`src/rtl/fwnoc_ni_tx_if.sv`:
```
// Host-side bundle of the fwnoc transmit NI: command, payload stream and router-facing flit port.
// master is the host/router environment, slave is the NI itself.
interface fwnoc_ni_tx_if #(
    parameter int DATA_WIDTH = 32
);
    logic [3:0]            cmd_dst_x;
    logic [3:0]            cmd_dst_y;
    logic [7:0]            cmd_len;
    logic                  cmd_valid;
    logic                  cmd_ready;
    logic [DATA_WIDTH-1:0] pl_data;
    logic                  pl_valid;
    logic                  pl_ready;
    logic [DATA_WIDTH-1:0] out_data;
    logic                  out_valid;
    logic                  out_ready;

    modport master (
        output cmd_dst_x, cmd_dst_y, cmd_len, cmd_valid,
        input  cmd_ready,
        output pl_data, pl_valid,
        input  pl_ready,
        input  out_data, out_valid,
        output out_ready
    );

    modport slave (
        input  cmd_dst_x, cmd_dst_y, cmd_len, cmd_valid,
        output cmd_ready,
        input  pl_data, pl_valid,
        output pl_ready,
        output out_data, out_valid,
        input  out_ready
    );
endinterface

```
`src/rtl/fwnoc_ni_tx.sv`:
```
// Transmit network interface: packs a (dst, len) command and len payload words into one
// fwnoc packet (header flit + payload flits) behind a single-register output stage.
module fwnoc_ni_tx #(
    parameter int X_ID       = 0,
    parameter int Y_ID       = 0,
    parameter int DATA_WIDTH = 32
) (
    input  logic                clock,
    input  logic                reset,
    fwnoc_ni_tx_if.slave        bus,
    output logic                busy,
    output logic [15:0]         pkt_count
);

    typedef enum logic [0:0] {
        ST_IDLE    = 1'b0,
        ST_PAYLOAD = 1'b1
    } state_t;

    state_t                state_reg, state_next;
    logic [DATA_WIDTH-1:0] out_data_reg;
    logic                  out_valid_reg;
    logic                  last_reg;
    logic [7:0]            remaining_reg;
    logic [15:0]           pkt_count_reg;

    logic                  load_ok;
    logic                  load_hdr;
    logic                  load_pl;
    logic                  cmd_ready_next;
    logic                  pl_ready_next;
    logic                  drain;
    logic [DATA_WIDTH-1:0] header;

    // Header occupies the low 32 bits; any wider flit is zero-extended.
    assign header[31:0] = {bus.cmd_dst_x, bus.cmd_dst_y, 4'(X_ID), 4'(Y_ID), 8'h00, bus.cmd_len};
    generate
        for (genvar gi = 32; gi < DATA_WIDTH; gi++) begin : g_hdr_pad
            assign header[gi] = 1'b0;
        end
    endgenerate

    // The output register can take a new flit when it is empty or draining this cycle.
    assign load_ok = !out_valid_reg || bus.out_ready;
    assign drain   = out_valid_reg && bus.out_ready;

    always_comb begin
        state_next     = state_reg;
        cmd_ready_next = 1'b0;
        pl_ready_next  = 1'b0;
        load_hdr       = 1'b0;
        load_pl        = 1'b0;
        case (state_reg)
            ST_IDLE: begin
                cmd_ready_next = load_ok;
                if (bus.cmd_valid && load_ok) begin
                    load_hdr = 1'b1;
                    if (bus.cmd_len != 8'd0) begin
                        state_next = ST_PAYLOAD;
                    end
                end
            end
            ST_PAYLOAD: begin
                pl_ready_next = load_ok;
                if (bus.pl_valid && load_ok) begin
                    load_pl = 1'b1;
                    if (remaining_reg == 8'd1) begin
                        state_next = ST_IDLE;
                    end
                end
            end
            default: state_next = ST_IDLE;
        endcase
    end

    always_ff @(posedge clock) begin
        if (reset) begin
            state_reg     <= ST_IDLE;
            out_data_reg  <= '0;
            out_valid_reg <= 1'b0;
            last_reg      <= 1'b0;
            remaining_reg <= 8'd0;
            pkt_count_reg <= 16'd0;
        end else begin
            state_reg <= state_next;
            if (load_hdr) begin
                out_data_reg  <= header;
                out_valid_reg <= 1'b1;
                last_reg      <= (bus.cmd_len == 8'd0);
                remaining_reg <= bus.cmd_len;
            end else if (load_pl) begin
                out_data_reg  <= bus.pl_data;
                out_valid_reg <= 1'b1;
                last_reg      <= (remaining_reg == 8'd1);
                remaining_reg <= remaining_reg - 8'd1;
            end else if (drain) begin
                out_valid_reg <= 1'b0;
            end
            if (drain && last_reg) begin
                pkt_count_reg <= pkt_count_reg + 16'd1;
            end
        end
    end

    assign bus.cmd_ready = cmd_ready_next;
    assign bus.pl_ready  = pl_ready_next;
    assign bus.out_data  = out_data_reg;
    assign bus.out_valid = out_valid_reg;
    assign busy          = (state_reg != ST_IDLE) || out_valid_reg;
    assign pkt_count     = pkt_count_reg;

endmodule

```
`src/flat_wrapper.sv`:
```
// flat-port wrapper written by rule: the top's interface ports become plain ports
module fwnoc_ni_tx_flat 
#(
    parameter int X_ID       = 0,
    parameter int Y_ID       = 0,
    parameter int DATA_WIDTH = 32
)
  (clock, reset, busy, pkt_count, bus_cmd_dst_x, bus_cmd_dst_y, bus_cmd_len, bus_cmd_valid, bus_cmd_ready, bus_pl_data, bus_pl_valid, bus_pl_ready, bus_out_data, bus_out_valid, bus_out_ready);
  fwnoc_ni_tx_if #(.DATA_WIDTH(DATA_WIDTH)) bus_i ();
  input  logic clock;
  input  logic reset;
  output logic busy;
  output logic [15:0] pkt_count;
  input wire logic [$bits(bus_i.cmd_dst_x)-1:0] bus_cmd_dst_x;
  input wire logic [$bits(bus_i.cmd_dst_y)-1:0] bus_cmd_dst_y;
  input wire logic [$bits(bus_i.cmd_len)-1:0] bus_cmd_len;
  input wire logic [$bits(bus_i.cmd_valid)-1:0] bus_cmd_valid;
  output wire logic [$bits(bus_i.cmd_ready)-1:0] bus_cmd_ready;
  input wire logic [$bits(bus_i.pl_data)-1:0] bus_pl_data;
  input wire logic [$bits(bus_i.pl_valid)-1:0] bus_pl_valid;
  output wire logic [$bits(bus_i.pl_ready)-1:0] bus_pl_ready;
  output wire logic [$bits(bus_i.out_data)-1:0] bus_out_data;
  output wire logic [$bits(bus_i.out_valid)-1:0] bus_out_valid;
  input wire logic [$bits(bus_i.out_ready)-1:0] bus_out_ready;
  assign bus_i.cmd_dst_x = bus_cmd_dst_x;
  assign bus_i.cmd_dst_y = bus_cmd_dst_y;
  assign bus_i.cmd_len = bus_cmd_len;
  assign bus_i.cmd_valid = bus_cmd_valid;
  assign bus_cmd_ready = bus_i.cmd_ready;
  assign bus_i.pl_data = bus_pl_data;
  assign bus_i.pl_valid = bus_pl_valid;
  assign bus_pl_ready = bus_i.pl_ready;
  assign bus_out_data = bus_i.out_data;
  assign bus_out_valid = bus_i.out_valid;
  assign bus_i.out_ready = bus_out_ready;
  fwnoc_ni_tx #(.X_ID(X_ID), .Y_ID(Y_ID), .DATA_WIDTH(DATA_WIDTH)) u_core (.clock(clock), .reset(reset), .bus(bus_i), .busy(busy), .pkt_count(pkt_count));
endmodule
```
`config.mk`:
```
export PLATFORM = sky130hd
export DESIGN_NAME = fwnoc_ni_tx_flat
export DESIGN_NICKNAME = d
export VERILOG_FILES = /design/src/rtl/fwnoc_ni_tx_if.sv /design/src/rtl/fwnoc_ni_tx.sv /design/src/flat_wrapper.sv
export SDC_FILE = /design/constraint.sdc
export NUM_CORES = 1
export LEC_CHECK = 0
export ABC_CLOCK_PERIOD_IN_PS = 5150
export CORE_ASPECT_RATIO = 1.1
export CORE_MARGIN = 10
export CORE_UTILIZATION = 47
export CTS_BUF_LIST = sky130_fd_sc_hd__clkbuf_8
export DETAILED_ROUTE_END_ITERATION = 10
export GPL_TIMING_DRIVEN = 0
export PLACE_DENSITY = 0.92
export SLEW_MARGIN = 5
export SYNTH_ARGS = -nofsm -noshare
export SYNTH_HDL_FRONTEND = slang
export SYNTH_SLANG_ARGS = --single-unit
```
`constraint.sdc`:
```
create_clock -name clock -period 5.15 [get_ports clock]
set_input_delay 1.03 -clock clock [delete_from_list [all_inputs] [get_ports clock]]
set_output_delay 1.03 -clock clock [all_outputs]
set_load 0.05 [all_outputs]
```
==> impl_metrics.ini, run 1 <==
[run_status]
status = finished clean

[logic_synthesis]
netlist_area_sq_um = 2500
syn_area_per_cell_sq_um = 8.22
synth.distinct_cells = 40
yosys_warnings = 0
syn-num-nets = 360
ys_seq_area_share_pct = 47.2
yosysTopAreaCell = dfxtp_1
ys.flop_type = dfxtp_1
synth_area_leaders = dfxtp_1 (47%), nand2_1 (11%), a21oi_1 (7.0%)
synth_top_area_share_pct = 47.2
ys_ff_latch = 59
ys_async_sr_fraction_pct = 0
synth_edf_count = 0
netlist_instances = 304

[power]
irDropWorstVdd_mv = 0.200
power_density_nw_per_um2 = 309
power_leakage_uw = 0.00133
total_power_uw = 1180

[critical_path]
worstSetupPathDepth = 5
crit_required_ns = 4.12
cp_common_cell = clkdlybuf4s50_1
crit_fanout = 10
worstPathCellList = clkdlybuf4s50_1 -> or2b_1 -> clkbuf_1 -> nor2b_1 -> clkdlybuf4s50_1
critical_path_buf_inv_count = 3
r2r_slack_ns = 3.17
end_kind = output pin
setup.worst_path.start = bus_out_ready
slowest_stage = clkdlybuf4s50_1
timing.rr.end = u_core.bus.out_data[31]
r2r_start = u_core.state_reg
critPathCapture = bus_cmd_ready
max_stage_delay_ns = 0.81
startpoint_type = input pin
critical_path_class = in2out
critPathArrivalTime_ns = 3.05
worst-r2r-cell-count = 7
critPathTopFamily = buffers and inverters

[timing]
hold_viol = 0
timing.fmax_ghz = 0.245
tns_ns = 0
fin_ws_ns = 1.07
fin_crit_sh_pct = 79.2
slew_violations = 0
slew_headroom_pct = 46.6
worst_slew_pin_slew_ns = 0.794
clock-skew-final_ns = 0.00667
rsz0062_at_grt = no
setup_violations = 0
fin_crit_ns = 4.08

[place]
gp_congestion = 0.851
place_area_sq_um = 3610
dp.cells = 466
hpwl_um = 6230
io_buffers = 104
pre_cts_ws_ns = 1.09

[die]
chipHeight_um = 96.5
initial_utilization_pct = 49.3
row_count = 27
core_area_sq_um = 5070
die_x_um = 89.5
ios = 105
die-area_sq_um = 8640

[finish]
drive_gt1_share_pct = 7.11
design_area_sq_um = 3810
n_antenna_cell = 0
final_common_cell = clkdlybuf4s50_1
multi_input_area_sq_um = 1230
fillCellCount = 355
finalNetCount = 475
final_cell_mix = clkdlybuf4s50_1 (104), nand2_1 (73), dfxtp_1 (59), a21oi_1 (35), nor2_1 (13)
seqCellArea_sq_um = 1180
largest_register_ffs = 32
synthToLayoutAreaGrowth_pct = 52.6
instances_no_fill = 480

[cts]
cts_setup_buffers = 0
clk_latency_ns = 0.34
clk_pin_slew_ns = 0.07
cts-buffers-inserted = 9
tritoncts = yes
clockRootBuffer = clkbuf_8
ctsHoldBuffers = 0
ctsResizeCount = 0
clockBufferDepth = 2
htree_levels = 3
cts_sinks = 59

[routing]
remaining_drc_errors = 0
wl_per_cell_um = 17.3
ant_nets = 0
drt_pass1_iterations = 4
detail_route.wirelength_um = 8290
drt_iter0_markers = 163
via_per_inst = 5.51
vias = 2646

[grt]
grt_pass1_vias = 2771
grtUsageTotal_pct = 19.7
gr-total-overflow = 0
grt_max_degree = 11
grt_pass1_wl_um = 13300
antenna_found_initial = 0

[flow_run]
maxCapViolations = 0

[worst_hold_path]
hp-class = reg2reg
## cell usage after synthesis (2+ instances only)
cell / n
nand2_1: 73
dfxtp_1: 59
a21oi_1: 35
nor2_1: 13
a31oi_1: 12
clkbuf_1: 12
a22oi_1: 9
nand3_1: 9
and2_1: 6
o21ai_0: 6
or3_1: 6
buf_2: 5
nor2b_1: 5
nor3_1: 4
nor4_1: 4
xnor2_1: 4
ha_1: 3
inv_1: 3
mux2_2: 3
nand2b_1: 3
nand4_1: 3
o211ai_1: 3
or2_2: 3
xor2_1: 3
buf_1: 2
mux2i_1: 2
## metal layers
metal  GRT usage, %  share of wire, %
met5              0                 0
met4           9.02               1.3
met3           9.63                11
met2           32.8                49
met1           20.6                39
## power breakdown
group	internal [uW]	switching [uW]	leakage, uW
combinational	101	145	0.000750
clock	257	180	0.000104
sequential	480	17.3	0.000481
total	838	343	0.00133
## worst min path at each step
stage / startpoint / to / slack, ns / cells after the start
floorplan: u_core.remaining_reg[1] / u_core.remaining_reg[1] / 0.45 / 2
global placement: u_core.bus.out_data[22] / u_core.bus.out_data[22] / 0.44 / 2
detailed placement: u_core.bus.out_data[18] / u_core.bus.out_data[18] / 0.45 / 2
CTS: u_core.bus.out_data[28] / u_core.bus.out_data[28] / 0.45 / 2
global route: u_core.bus.out_data[11] / u_core.bus.out_data[11] / 0.47 / 2
finish: u_core.bus.out_data[28] / u_core.bus.out_data[28] / 0.46 / 2
## cell type report
| type | instances | area share, % |
|---|---|---|
| buffer | 19 | 2.03 |
| clock buffer | 12 | 4.33 |
| clock inverter | 2 | 0.919 |
| inverter | 3 | 0.295 |
| multi-input combinational | 223 | 32.3 |
| sequential | 59 | 31.0 |
| tap | 58 | 1.90 |
| timing repair buffer | 104 | 27.3 |
## worst reg2reg max path: stages (launching register included)
cell      delay (ns)
dfxtp_1         0.39
and2_1          0.14
clkbuf_1        0.21
and2_1          0.16
buf_2           0.22
clkbuf_1        0.46
a22oi_1         0.15
a21oi_1         0.17
## kinds of logic after synthesis
logic type / Yosys count / synth area share [%]
xor gates and xnor gates: 7 / 2.45
muxes: 5 / 2.15
DFF: 59 / 47.2
AOI/OAI and AO/OA: 72 / 17.4
adders and majority gates: 3 / 1.50
and+or+nand+nor: 136 / 25.7
buffers and inverters: 22 / 3.55
## through the flow
step | utilization (%) | hold WS, ns
5_1_grt | 75.3 | 0.473
3_3_place_gp | 71.3 | 0.441
2_1_floorplan | - | 0.449
3_5_place_dp | 71.3 | 0.446
4_1_cts | 75.3 | 0.454
6_report | 75.3 | 0.456
Power figures use the tool's default switching activity.
==> run 2: changes to the inputs <==
Settings changed: ABC_CLOCK_PERIOD_IN_PS 5150 to 3350, CORE_UTILIZATION 47 to 40, PLACE_DENSITY 0.92 to 0.84.
Clock period 5.15 ns to 3.35 ns, I/O delays scaled along.
==> run 2 against run 1 <==
Register-to-register slack lost 1.9 ns. Sequential power grew 54%. Clock skew grew 0.00053 ns. Core utilization shrank 13 points. Worst setup slack lost 0.66 ns. Total power grew 50%. Sequential share of layout area shrank 0.19 points. Critical path type unchanged. Critical endpoint unchanged.
==> impl_metrics.ini, run 2 (synthesized netlist as in run 1, its figures left out) <==
[run_status]
status = finished clean

[timing]
slew_violations = 0
hold_viol = 0
worst_slew_pin_slew_ns = 0.745
rsz0062_at_grt = no
clock-skew-final_ns = 0.00720
fin_crit_sh_pct = 87.8
setup_violations = 0
slew_headroom_pct = 49.9
fin_crit_ns = 2.94
timing.fmax_ghz = 0.340
tns_ns = 0

[cts]
clockRootBuffer = clkbuf_8
htree_levels = 3
clk_latency_ns = 0.33
cts-buffers-inserted = 9
clockBufferDepth = 2
cts_sinks = 59
clk_pin_slew_ns = 0.06
tritoncts = yes

[routing]
detail_route.wirelength_um = 8050
remaining_drc_errors = 0
ant_nets = 0
vias = 2587
via_per_inst = 5.14
drt_pass1_iterations = 4
drt_iter0_markers = 97
wl_per_cell_um = 16.0

[power]
switchingPower_uw = 525
power_leakage_uw = 0.00135
pwr-share-comb_pct = 21.4
power_density_nw_per_um2 = 462
total_power_uw = 1770
seq_power_share_pct = 43.1
internal_power_uw = 1250
switching_share_pct = 29.6
p_clk_share_pct = 35.6
irDropWorstVdd_mv = 0.304

[critical_path]
crit_required_ns = 2.68
crit_fanout = 10
r2r_slack_ns = 1.29
critPathArrivalTime_ns = 2.27
startpoint_type = input pin
critical_path_class = in2out
end_kind = output pin

[finish]
finalNetCount = 475
final_common_cell = clkdlybuf4s50_1
n_antenna_cell = 0
final_cell_mix = clkdlybuf4s50_1 (102), nand2_1 (73), dfxtp_1 (59), a21oi_1 (35), nor2_1 (13)
synthToLayoutAreaGrowth_pct = 53.5
largest_register_ffs = 32
post-route-util_pct = 62.7
instances_no_fill = 503
drive_gt1_share_pct = 7.33

[die]
core_area_sq_um = 6120
row_count = 30
chipHeight_um = 103
die_x_um = 95.4
initial_utilization_pct = 40.9
ios = 105
die-area_sq_um = 9820

[place]
gp_congestion = 0.856
hpwl_um = 6160
io_buffers = 104
dp.cells = 488

[grt]
grtUsageTotal_pct = 16.6
antenna_found_initial = 0
grt_pass1_wl_um = 12800
grt_max_degree = 11
gr-total-overflow = 0
grt_pass1_vias = 2581

[flow_run]
maxCapViolations = 0

[worst_hold_path]
hp-class = reg2reg
run 2: power by group through the flow:
stage	combinational (uW)	clock (uW)	sequential, uW
floorplan	137	0	856
global placement	371	0	777
detailed placement	378	0	779
CTS	380	643	764
global route	405	686	767
finish	379	631	764
run 2: path summary, 6_finish.rpt:
kind	from	end	cells past startpoint
max	bus_out_ready	bus_cmd_ready	5
min	u_core.bus.out_data[28]	u_core.bus.out_data[28]	2
max reg2reg	u_core.state_reg	u_core.bus.out_data[31]	7
min reg2reg	u_core.bus.out_data[28]	u_core.bus.out_data[28]	2
run 2: metal layers:
layer  wire (um)  share of wire [%]  up-vias  global-route usage (%)
li1            -                  -     1289                       -
met2        4030                 50      100                    28.7
met5           0                  0        -                       0
met4         153                1.9        0                    6.58
met1        3130                 39     1184                    17.1
met3         747                9.3       14                    7.65
run 2: area by class of cell:
type | instances | area [sq um]
Buffer | 19 | 77.6
Clock buffer | 10 | 138
Clock inverter | 5 | 53.8
Fill cell | 530 | 2280
Inverter | 3 | 11.3
Multi-Input combinational cell | 223 | 1230
Sequential cell | 59 | 1180
Tap cell | 80 | 100
Timing Repair Buffer | 104 | 1050
run 2: worst max-delay path: stages:
cell	delay, ns
clkdlybuf4s50_1	0.56
or2b_1	0.15
clkbuf_1	0.30
nor2b_1	0.16
dlymetal6s2s_1	0.43
run 2: through the flow:
step / hold slack (ns) / cell area (sq um) / worst slack [ns]
6_report: 0.459 / 3840 / 0.410
5_1_grt: 0.478 / 3840 / 0.334
4_1_cts: 0.461 / 3830 / 0.0197
3_5_place_dp: 0.446 / 3640 / 0.0225
3_3_place_gp: 0.441 / 3640 / 0.0230
2_1_floorplan: 0.449 / 2500 / 0.918
run 2: timing repair:
item / in CTS / in global routing
endpoints found under the setup margin: 0 / 2
hold endpoints to repair: 0 / 0
setup buffers: 0 / 0
gates resized for setup: 0 / 2
hold buffers: 0 / 0
